==> src/rtl/codec_config_sequencer.sv <==
// codec_config_sequencer: walks the WM8731 power-up register table over I2C with NACK/timeout retries.
module codec_config_sequencer #(
  parameter int         POWERUP_CYCLES = 1000,
  parameter int         GAP_CYCLES     = 20,
  parameter int         TIMEOUT_CYCLES = 500,
  parameter int         MAX_RETRY      = 3,
  parameter logic [6:0] DEV_ADDR       = 7'h1A
) (
  input  logic        clk,
  input  logic        reset,
  input  logic        reconfig,
  input  logic        i2c_busy,
  input  logic        i2c_done,
  input  logic        i2c_nack,
  output logic        i2c_start,
  output logic [6:0]  i2c_dev,
  output logic [15:0] i2c_word,
  output logic [3:0]  cur_index,
  output logic [1:0]  retry_count,
  output logic        config_busy,
  output logic        config_done,
  output logic        config_err
);
  localparam int CNT_MAX = POWERUP_CYCLES > TIMEOUT_CYCLES ?
    (POWERUP_CYCLES > GAP_CYCLES ? POWERUP_CYCLES : GAP_CYCLES) :
    (TIMEOUT_CYCLES > GAP_CYCLES ? TIMEOUT_CYCLES : GAP_CYCLES);
  localparam int CW = $clog2(CNT_MAX + 1);
  localparam logic [2:0] POWERUP = 3'd0, ISSUE = 3'd1, WAIT = 3'd2, GAP = 3'd3, DONE = 3'd4, FAIL = 3'd5;
  localparam logic [3:0] LAST = 4'd10;

  logic [2:0]    state;
  logic [CW-1:0] cnt;
  logic [15:0]   entry;

  assign i2c_dev     = DEV_ADDR;
  assign config_busy = state != DONE && state != FAIL;

  // {reg_addr[6:0], reg_data[8:0]}; entry 0 soft-resets the codec, entry 10 activates it
  always_comb begin
    entry = '0;
    case (cur_index)
      4'd0:  entry = {7'h0F, 9'h000};
      4'd1:  entry = {7'h00, 9'h017};
      4'd2:  entry = {7'h01, 9'h017};
      4'd3:  entry = {7'h02, 9'h079};
      4'd4:  entry = {7'h03, 9'h079};
      4'd5:  entry = {7'h04, 9'h015};
      4'd6:  entry = {7'h05, 9'h000};
      4'd7:  entry = {7'h06, 9'h000};
      4'd8:  entry = {7'h07, 9'h042};
      4'd9:  entry = {7'h08, 9'h000};
      4'd10: entry = {7'h09, 9'h001};
      default: entry = '0;
    endcase
  end

  always_ff @(posedge clk or posedge reset) begin
    if (reset) begin
      state       <= POWERUP;
      cnt         <= '0;
      i2c_start   <= 1'b0;
      i2c_word    <= '0;
      cur_index   <= '0;
      retry_count <= '0;
      config_done <= 1'b0;
      config_err  <= 1'b0;
    end else begin
      i2c_start <= 1'b0;
      case (state)
        POWERUP: if (cnt == CW'(POWERUP_CYCLES - 1)) begin
          cnt   <= '0;
          state <= ISSUE;
        end else cnt <= cnt + 1'b1;
        ISSUE: if (!i2c_busy) begin
          i2c_word  <= entry;
          i2c_start <= 1'b1;
          cnt       <= '0;
          state     <= WAIT;
        end
        // a done arriving on the timeout cycle still counts as the engine's answer
        WAIT: if (i2c_done && !i2c_nack) begin
          cnt         <= '0;
          retry_count <= '0;
          if (cur_index == LAST) begin
            state       <= DONE;
            config_done <= 1'b1;
          end else begin
            cur_index <= cur_index + 1'b1;
            state     <= GAP;
          end
        end else if (i2c_done || cnt == CW'(TIMEOUT_CYCLES)) begin
          cnt <= '0;
          if (retry_count == 2'(MAX_RETRY)) begin
            state      <= FAIL;
            config_err <= 1'b1;
          end else begin
            retry_count <= retry_count + 1'b1;
            state       <= GAP;
          end
        end else cnt <= cnt + 1'b1;
        GAP: if (cnt == CW'(GAP_CYCLES - 1)) begin
          cnt   <= '0;
          state <= ISSUE;
        end else cnt <= cnt + 1'b1;
        DONE, FAIL: if (reconfig) begin
          cnt         <= '0;
          cur_index   <= '0;
          retry_count <= '0;
          config_done <= 1'b0;
          config_err  <= 1'b0;
          state       <= GAP;
        end
        default: state <= POWERUP;
      endcase
    end
  end
endmodule

==> config.mk <==
export PLATFORM = sky130hd
export DESIGN_NAME = codec_config_sequencer
export DESIGN_NICKNAME = d
export VERILOG_FILES = /design/src/rtl/codec_config_sequencer.sv
export SDC_FILE = /design/constraint.sdc
export NUM_CORES = 1
export LEC_CHECK = 0
export CORE_MARGIN = 2
export CORE_UTILIZATION = 55
export CTS_CLUSTER_DIAMETER = 40
export DETAILED_ROUTE_END_ITERATION = 10
export GPL_ROUTABILITY_DRIVEN = 0
export PLACE_DENSITY = 0.94
export SLEW_MARGIN = 20
export SYNTH_ARGS = -nofsm -noshare
export SYNTH_HDL_FRONTEND = slang
export SYNTH_SLANG_ARGS = --single-unit
==> constraint.sdc <==
create_clock -name clk -period 3.3 [get_ports clk]
set_input_delay 0.495 -clock clk [delete_from_list [all_inputs] [get_ports clk]]
set_output_delay 0.495 -clock clk [all_outputs]
set_load 0.05 [all_outputs]
==> results of run 1 <==
[stage by stage]
stage / instances / power (mW) / utilization, % / hold WS (ps) / setup slack [ps]
after global routing: 282 / 2.18 / 66.7 / 516 / 617
final: 282 / 2.05 / 66.7 / 486 / 700
after global placement: 274 / 1.71 / 64.4 / 454 / 1060
after detailed placement: 274 / 1.74 / 64.4 / 459 / 984
after CTS: 282 / 2.06 / 66.7 / 484 / 687
after floorplan: 223 / 1.46 / - / 524 / 1390
[cells by family after synthesis]
logic type,count (synthesis)
other,2
adders and majority gates,7
xor gates and xnor gates,9
buffers and inverters,32
and+or+nand+nor,81
DFF,32
AOI/OAI and AO/OA,42
muxes,8
[power by group]
part / internal [mW] / total (mW) / switching (mW)
combinational: 0.389 / 1.10 / 0.716
clock: 0.158 / 0.303 / 0.145
sequential: 0.509 / 0.647 / 0.138
[layer usage]
layer,track usage [%],routed length [um],vias to the layer above
met5,0,0,-
met4,19.3,127,0
met3,4.58,251,10
met2,33.2,1970,83
met1,29.0,1910,741
li1,-,-,772
[cell type report]
| cell class | instances | area, sq um |
|---|---|---|
| Clock buffer | 5 | 37.5 |
| Timing Repair Buffer | 27 | 268 |
| Clock inverter | 3 | 42.5 |
| Tap cell | 46 | 57.6 |
| Inverter | 10 | 37.5 |
| Sequential cell | 32 | 801 |
| Fill cell | 267 | 1130 |
| Multi-Input combinational cell | 159 | 1020 |
[layout by cell type (no fill, tap or decap), types with 3 or more instances in the layout]
| cell type | instances |
|---|---|
| o21ai_0 | 9 |
| nand3_1 | 4 |
| mux2i_1 | 5 |
| inv_1 | 10 |
| conb_1 | 12 |
| clkdlybuf4s50_1 | 26 |
| dfrtp_1 | 32 |
| o31ai_1 | 3 |
| clkbuf_4 | 5 |
| a21oi_1 | 10 |
| nor2_1 | 29 |
| nand4_1 | 6 |
| a31oi_1 | 3 |
| mux2_2 | 3 |
| a21o_1 | 3 |
| xor2_1 | 6 |
| ha_1 | 7 |
| nand2_1 | 15 |
| nand2b_1 | 3 |
| xnor2_1 | 3 |
| a211oi_1 | 3 |
| nor3b_1 | 3 |
[flip-flops by register name, summed over array words and instances (netlist names)]
name and cells:
config_done 1, cnt 10, i2c_word 10, retry_count 2, state 3, config_err 1, i2c_start 1, cur_index 4
[worst min path at each step]
stage                                         from                        to  slack, ps  depth (start not counted)
after floorplan                 cnt[0]$_DFFE_PP0P_        cnt[0]$_DFFE_PP0P_        520                          1
final                     i2c_word[11]$_DFFE_PP0P_  i2c_word[11]$_DFFE_PP0P_        490                          2
after detailed placement  i2c_word[11]$_DFFE_PP0P_  i2c_word[11]$_DFFE_PP0P_        460                          2
after global routing       i2c_word[9]$_DFFE_PP0P_   i2c_word[9]$_DFFE_PP0P_        520                          1
after CTS                 i2c_word[11]$_DFFE_PP0P_  i2c_word[11]$_DFFE_PP0P_        480                          2
after global placement    i2c_word[11]$_DFFE_PP0P_  i2c_word[11]$_DFFE_PP0P_        450                          2
[worst max-delay path, delay by kind of cell (launching register included)]
family	cells	cell delay (ps)
DFF	1	610
and+or+nand+nor	1	410
buffers and inverters	1	730
==> results.py, run 1 <==
metrics = {
    "drt": {
        "initialDrtViolationCount": 111,
        "drtPass1Iterations": 7,
        "via_per_inst": 5.70,
        "drt-total-wl_um": 4260,
        "ant_nets": 0,
        "detail_route.wl_per_cell_um": 15.1,
        "drcViolationCount": 0,
        "vias": 1606,
    },
    "setup_path": {
        "slowest_delay_ps": 730,
        "cp.arrival_ps": 2100,
        "critPathSlowestCell": "clkdlybuf4s50_1",
        "worstPathMaxFanout": 14,
        "crit_type": "reg2out",
        "crit_start": "state[2]$_DFFE_PP0P_",
        "reg2reg_from": "cnt[0]$_DFFE_PP0P_",
        "rrSetupSlack_ps": 1150,
        "reg2reg_to": "state[2]$_DFFE_PP0P_",
        "endpoint_kind": "output pin",
        "cp-start-kind": "register",
        "path_cells": "or2b_2, clkdlybuf4s50_1",
        "crit_required_ps": 2800,
        "rr_worst_depth": 6,
        "critPathCapture": "config_busy",
    },
    "logic_synthesis": {
        "synth_xor_area_share_pct": 3.99,
        "synth_top_family_by_area": "simple AND/OR/NAND/NOR gates",
        "synth_edf_count": 0,
        "async_reset_ff_share_pct": 100,
        "syn_area_sq_mm": 0.00198,
        "synth_top_area_share_pct": 40.5,
        "synth-compound-area-share_pct": 14.0,
        "yosys.area.top_type": "dfrtp_1",
        "ys_seq_elements": 32,
        "ys_warn_count": 0,
        "synthMuxAreaShare_pct": 4.24,
        "syn_inst": 213,
        "synth-adder-area-share_pct": 4.43,
        "syn_avg_cell_area_sq_um": 9.28,
        "yosysMostFrequentCell": "dfrtp_1",
        "yosysSeqAreaShare_pct": 40.5,
        "ys.flop_type": "dfrtp_1",
        "yosys-top-cells-area": "dfrtp_1, nor2_1, buf_4, ha_1, nand2_1",
        "synth_cell_types": 51,
        "synth-simple-area-share_pct": 22.6,
        "yosys-top-cells-count": "dfrtp_1, nor2_1, nand2_1",
    },
    "clock_network": {
        "cts_made_buffers": 5,
        "cts_resized": 0,
        "cts_htree_levels": 2,
        "cts_hold_buf": 0,
        "postCtsSetupBuffers": 0,
        "worstSkewPairLatency_ps": 350,
        "clockBufferDepth": 2,
        "cts_tree": "done",
        "cts.sinks": 32,
        "cts.clk_slew.worst_paths_ps": 110,
        "cts_root_buf": "clkbuf_4",
    },
    "floorplanning": {
        "ios": 39,
        "die_w_um": 64.0,
        "row_count": 21,
        "dieHeight_um": 64.0,
        "initial_core_util_pct": 58.3,
        "die_area_sq_mm": 0.00409,
        "coreArea_sq_mm": 0.00339,
    },
    "sta": {
        "fmax_mhz": 385,
        "slew_violations": 0,
        "worst_clock_skew_ps": 10.3,
        "period_minus_slack_ps": 2600,
        "finalSetupViolCount": 0,
        "rsz0062_at_grt": "false",
        "tightest_slew_ps": 568,
        "timing.slew.headroom_pct": 61.6,
        "tns_ps": 0,
        "hold_viol": 0,
        "period_share_pct": 78.8,
    },
    "layout": {
        "fin_nets": 248,
        "syn_to_final_growth_pct": 14.4,
        "postLayoutCellArea_sq_mm": 0.00226,
        "num_antenna_cells": 0,
        "drive_gt1_share_pct": 8.05,
    },
    "pwr": {
        "leakagePower_nw": 0.990,
        "powerDensity_mw_per_mm2": 908,
        "ir_drop_v": 0.000552,
    },
    "grt": {
        "grt_overflow": 0,
        "grt_pass1_wl_um": 6990,
        "antenna_found_initial": 0,
        "grt_max_degree": 33,
        "grt_pass1_vias": 1485,
        "grt_usage_pct": 22.9,
    },
    "placed_design": {
        "postPlaceCellArea_sq_mm": 0.00218,
        "place.port_buffers": 26,
        "hpwl_um": 2920,
    },
    "status": {
        "status": "completed",
    },
    "flow_run": {
        "drv_cap": 0,
    },
    "worst_hold_path": {
        "hold_class": "reg2reg",
    },
}
No activity file was read; power rests on OpenSTA's default activity.
==> run 2, diff against run 1 <==
--- a/config.mk
+++ b/config.mk
@@ -6,11 +6,11 @@
 export NUM_CORES = 1
 export LEC_CHECK = 0
 export CORE_MARGIN = 2
-export CORE_UTILIZATION = 55
+export CORE_UTILIZATION = 47
 export CTS_CLUSTER_DIAMETER = 40
 export DETAILED_ROUTE_END_ITERATION = 10
 export GPL_ROUTABILITY_DRIVEN = 0
-export PLACE_DENSITY = 0.94
+export PLACE_DENSITY = 0.87
 export SLEW_MARGIN = 20
 export SYNTH_ARGS = -nofsm -noshare
 export SYNTH_HDL_FRONTEND = slang
==> constraint.sdc (replaced) <==
create_clock -name clk -period 2.3 [get_ports clk]
set_input_delay 0.345 -clock clk [delete_from_list [all_inputs] [get_ports clk]]
set_output_delay 0.345 -clock clk [all_outputs]
set_load 0.05 [all_outputs]
==> results.py, run 2 (synthesis gave the netlist of run 1 again) <==
metrics = {
    "sta": {
        "worst_clock_skew_ps": 6.76,
        "rsz0062_at_grt": "false",
        "slew_violations": 0,
        "hold_slack_ps": 448,
        "tightest_slew_ps": 519,
        "timing.slew.headroom_pct": 65.3,
        "finalSetupViolCount": 0,
        "fmax_mhz": 495,
        "period_share_pct": 87.9,
        "period_minus_slack_ps": 2020,
        "hold_viol": 0,
        "tns_ps": 0,
    },
    "floorplanning": {
        "ios": 39,
        "die_w_um": 68.9,
        "initial_core_util_pct": 49.1,
        "dieHeight_um": 68.9,
        "coreArea_sq_mm": 0.00403,
        "row_count": 23,
        "die_area_sq_mm": 0.00474,
    },
    "pwr": {
        "pwr-share-comb_pct": 55.2,
        "power.share.clock_pct": 15.0,
        "p_sw_mw": 1.41,
        "leakagePower_nw": 1.04,
        "total_power_mw": 2.97,
        "p_int_mw": 1.56,
        "power_frac_seq_pct": 29.8,
        "ir_drop_v": 0.000482,
        "power.share.switching_pct": 47.4,
        "powerDensity_mw_per_mm2": 1270,
    },
    "clock_network": {
        "cts_root_buf": "clkbuf_8",
        "cts.sinks": 32,
        "worstSkewPairLatency_ps": 290,
        "postCtsSetupBuffers": 0,
        "cts_made_buffers": 5,
        "cts_tree": "done",
        "cts_hold_buf": 0,
        "cts.clk_slew.worst_paths_ps": 70,
        "cts_htree_levels": 2,
        "clockBufferDepth": 2,
        "cts_resized": 0,
    },
    "drt": {
        "drt-total-wl_um": 3920,
        "detail_route.wl_per_cell_um": 13.4,
        "vias": 1575,
        "initialDrtViolationCount": 62,
        "ant_nets": 0,
        "drtPass1Iterations": 4,
        "via_per_inst": 5.38,
        "drcViolationCount": 0,
    },
    "setup_path": {
        "crit_type": "reg2reg",
        "worstPathMaxFanout": 7,
        "path_cells": "ha_1, nor4b_2, nand4_1, a41o_2, or4_1, o21ai_1",
        "crit_required_ps": 2520,
        "slowest_delay_ps": 490,
        "critPathSlowestCell": "or4_1",
        "cp.arrival_ps": 2240,
        "crit_start": "cnt[0]$_DFFE_PP0P_",
        "reg2reg_from": "cnt[0]$_DFFE_PP0P_",
        "cp-start-kind": "register",
        "endpoint_kind": "register",
    },
    "layout": {
        "nFillCells": 348,
        "fin_util_pct": 58.0,
        "num_antenna_cells": 0,
        "top_regs": "cnt x10, i2c_word x10, cur_index x4",
        "final_common_cell": "dfrtp_1",
        "finalNonFillerCells": 293,
        "fin_nets": 255,
        "layout_common_cells": "dfrtp_1, nor2_1, clkdlybuf4s50_1",
        "drive_gt1_share_pct": 10.7,
        "syn_to_final_growth_pct": 18.1,
    },
    "grt": {
        "grt_max_degree": 33,
        "grt_usage_pct": 18.7,
        "antenna_found_initial": 0,
        "grt_pass1_vias": 1417,
        "grt_pass1_wl_um": 6420,
        "grt_overflow": 0,
    },
    "status": {
        "status": "completed",
    },
    "placed_design": {
        "place.port_buffers": 26,
        "dpl.cell_count": 285,
        "hpwl_um": 2850,
    },
    "worst_hold_path": {
        "hold_class": "in2async",
    },
    "flow_run": {
        "drv_cap": 0,
    },
}
## run 2: changes by cell type in the layout (fill, tap and decap cells not counted), sizes merged
cell | before | now
buf | 1 | 8
clkinvlp | 1 | 0
dlymetal6s2s | 0 | 1
clkinv | 1 | 2
clkbuf | 5 | 6
bufinv | 1 | 0
clkdlybuf4s50 | 26 | 25
## run 2: cell type report
cell class	instances	area [sq um]	share of cell area, %
sequential	32	801	34.3
inverter	10	37.5	1.61
clock inverter	2	10.0	0.429
multi-input combinational	159	1020	43.6
timing repair buffer	34	323	13.8
clock buffer	6	82.6	3.54
tap	50	62.6	2.68
## run 2: path summary, 6_finish.rpt
| check | to | slack [ps] | depth (start not counted) |
|---|---|---|---|
| worst max-delay path | state[2]$_DFFE_PP0P_ | 280 | 6 |
| worst min-delay path | cnt[7]$_DFFE_PP0P_ | 450 | 3 |
| worst max register to register | state[2]$_DFFE_PP0P_ | 280 | 6 |
| worst min register to register | i2c_word[12]$_DFFE_PP0P_ | 480 | 2 |
| max in group asynchronous | cnt[9]$_DFFE_PP0P_ | 1550 | 3 |
| min in group clk | i2c_word[12]$_DFFE_PP0P_ | 480 | 2 |
## run 2: layer usage
metal / global-route usage, % / vias up / share of wire (%)
li1: - / 778 / -
met1: 25.1 / 749 / 48
met2: 27.9 / 43 / 47
met3: 5.03 / 5 / 4.2
met4: 9.07 / 0 / 1.7
met5: 0 / - / 0
## run 2: worst max-delay path: cells and delay by family, from the launching register on
kind / cells / cell delay, ps
simple gates: 3 / 820
flops: 1 / 450
compound gates: 2 / 440
fa+ha+maj: 1 / 250
## run 2: stage by stage
| step | setup WS [ps] | instance area, sq um |
|---|---|---|
| 2_1_floorplan | 386 | 2010 |
| 3_3_place_gp | 190 | 2240 |
| 3_5_place_dp | 146 | 2240 |
| 4_1_cts | 53.0 | 2330 |
| 5_1_grt | 136 | 2330 |
| 6_report | 279 | 2330 |
## run 2: power groups by stage
stage	registers, mW	clock network [mW]	logic (mW)
2_1_floorplan	1.32	0	0.773
3_3_place_gp	0.887	0	1.60
3_5_place_dp	0.894	0	1.63
4_1_cts	0.885	0.457	1.64
5_1_grt	0.908	0.484	1.78
6_report	0.885	0.444	1.64
==> run 3, diff against run 2 <==
--- a/config.mk
+++ b/config.mk
@@ -6,11 +6,13 @@
 export NUM_CORES = 1
 export LEC_CHECK = 0
 export CORE_MARGIN = 2
-export CORE_UTILIZATION = 47
+export CORE_UTILIZATION = 48
+export CTS_BUF_LIST = sky130_fd_sc_hd__clkbuf_4 sky130_fd_sc_hd__clkbuf_8
 export CTS_CLUSTER_DIAMETER = 40
 export DETAILED_ROUTE_END_ITERATION = 10
 export GPL_ROUTABILITY_DRIVEN = 0
-export PLACE_DENSITY = 0.87
+export GPL_TIMING_DRIVEN = 0
+export PLACE_DENSITY = 0.88
 export SLEW_MARGIN = 20
 export SYNTH_ARGS = -nofsm -noshare
 export SYNTH_HDL_FRONTEND = slang
==> results.py, run 3 (synthesis gave the netlist of run 1 again) <==
metrics = {
    "pwr": {
        "power.share.switching_pct": 45.5,
        "total_power_mw": 3.17,
        "pwr-share-comb_pct": 53.7,
        "leakagePower_nw": 1.11,
        "ir_drop_v": 0.000720,
        "power.share.clock_pct": 18.7,
        "p_sw_mw": 1.44,
        "power_frac_seq_pct": 27.6,
        "p_int_mw": 1.73,
        "powerDensity_mw_per_mm2": 1280,
    },
    "setup_path": {
        "cp-start-kind": "register",
        "cp.arrival_ps": 2230,
        "worstPathMaxFanout": 7,
        "rrSetupSlack_ps": 250,
        "endpoint_kind": "register",
        "crit_required_ps": 2480,
        "crit_type": "reg2reg",
    },
    "layout": {
        "top_regs": "cnt x10, i2c_word x10, cur_index x4",
        "num_antenna_cells": 0,
        "fin_nets": 269,
        "layout_common_cells": "dfrtp_1, nor2_1, clkdlybuf4s50_1",
        "drive_gt1_share_pct": 14.4,
        "final_common_cell": "dfrtp_1",
        "syn_to_final_growth_pct": 24.7,
        "postLayoutCellArea_sq_mm": 0.00247,
        "finalNonFillerCells": 307,
    },
    "sta": {
        "rsz0062_at_grt": "false",
        "tightest_slew_ps": 745,
        "hold_viol": 0,
        "slew_violations": 0,
        "tns_ps": 0,
        "fmax_mhz": 488,
        "worst_clock_skew_ps": 6.19,
        "setup_ws_ps": 252,
        "timing.slew.headroom_pct": 49.6,
        "period_minus_slack_ps": 2050,
        "finalSetupViolCount": 0,
        "period_share_pct": 89.1,
    },
    "floorplanning": {
        "die_w_um": 68.2,
        "die_area_sq_mm": 0.00465,
        "initial_core_util_pct": 49.8,
        "row_count": 23,
        "ios": 39,
        "coreArea_sq_mm": 0.00397,
        "dieHeight_um": 68.2,
    },
    "grt": {
        "grt_pass1_wl_um": 6780,
        "grt_overflow": 0,
        "grt_usage_pct": 19.9,
        "grt_pass1_vias": 1419,
        "grt_max_degree": 33,
        "antenna_found_initial": 0,
    },
    "clock_network": {
        "cts_root_buf": "clkbuf_8",
        "worstSkewPairLatency_ps": 290,
        "cts.sinks": 32,
        "cts_hold_buf": 0,
        "cts_htree_levels": 2,
        "cts_tree": "done",
        "clockBufferDepth": 2,
        "cts_made_buffers": 5,
        "cts.clk_slew.worst_paths_ps": 70,
    },
    "status": {
        "status": "completed",
    },
    "drt": {
        "via_per_inst": 5.38,
        "ant_nets": 0,
        "drcViolationCount": 0,
        "vias": 1652,
        "drtPass1Iterations": 4,
        "initialDrtViolationCount": 102,
        "drt-total-wl_um": 4160,
        "detail_route.wl_per_cell_um": 13.5,
    },
    "worst_hold_path": {
        "hold_class": "in2async",
    },
    "placed_design": {
        "place.port_buffers": 26,
        "postPlaceCellArea_sq_mm": 0.00234,
        "dp_slack_ps": 90.0,
        "hpwl_um": 2970,
        "dpl.cell_count": 299,
    },
    "flow_run": {
        "drv_cap": 0,
    },
}
## run 3: cell type report
type	instances	area, sq um
clock buffer	7	96.3
timing repair buffer	26	263
tap	50	62.6
inverter	10	37.5
sequential	32	801
clock inverter	1	30.0
multi-input combinational	159	1020
buffer	22	158
fill	336	1510
## run 3: critical path, cell delays in order, from the launching register on
cell,delay [ps]
dfrtp_1,440
or2b_2,320
clkbuf_2,170
nor2_1,350
nor2_1,100
nor2_1,190
mux2_2,360
## run 3: final timing paths
kind / from / to / depth (start not counted)
setup / recovery: state[1]$_DFFE_PP0P_ / retry_count[1]$_DFFE_PP0P_ / 6
hold / removal: reset / state[2]$_DFFE_PP0P_ / 2
setup reg to reg: state[1]$_DFFE_PP0P_ / retry_count[1]$_DFFE_PP0P_ / 6
hold reg to reg: i2c_word[4]$_DFFE_PP0P_ / i2c_word[4]$_DFFE_PP0P_ / 2
max in group asynchronous: reset / cnt[7]$_DFFE_PP0P_ / 2
min in group clk: i2c_word[4]$_DFFE_PP0P_ / i2c_word[4]$_DFFE_PP0P_ / 2
## run 3: power by group through the flow
stage	Combinational, mW	Clock [mW]	Sequential [mW]
3_5_place_dp	1.68	0	0.882
2_1_floorplan	0.773	0	1.32
6_report	1.70	0.592	0.876
5_1_grt	1.83	0.632	0.896
4_1_cts	1.70	0.602	0.873
3_3_place_gp	1.64	0	0.878
## run 3: timing repair
action | in CTS | in global routing
setup endpoints to repair | 0 | 1
resized for setup | 0 | 1
setup buffers | 0 | 0
## run 3: routing by layer
| metal | GRT usage (%) | routed length [um] |
|---|---|---|
| met1 | 27.8 | 1960 |
| met4 | 8.25 | 94 |
| met2 | 29.1 | 1860 |
| met3 | 5.43 | 243 |
| met5 | 0 | 0 |
## run 3: through the flow
stage	utilization [%]	hold WS [ps]
finish	62.1	463
global route	62.1	499
CTS	62.0	485
detailed placement	58.9	470
global placement	58.9	463
floorplan	-	440
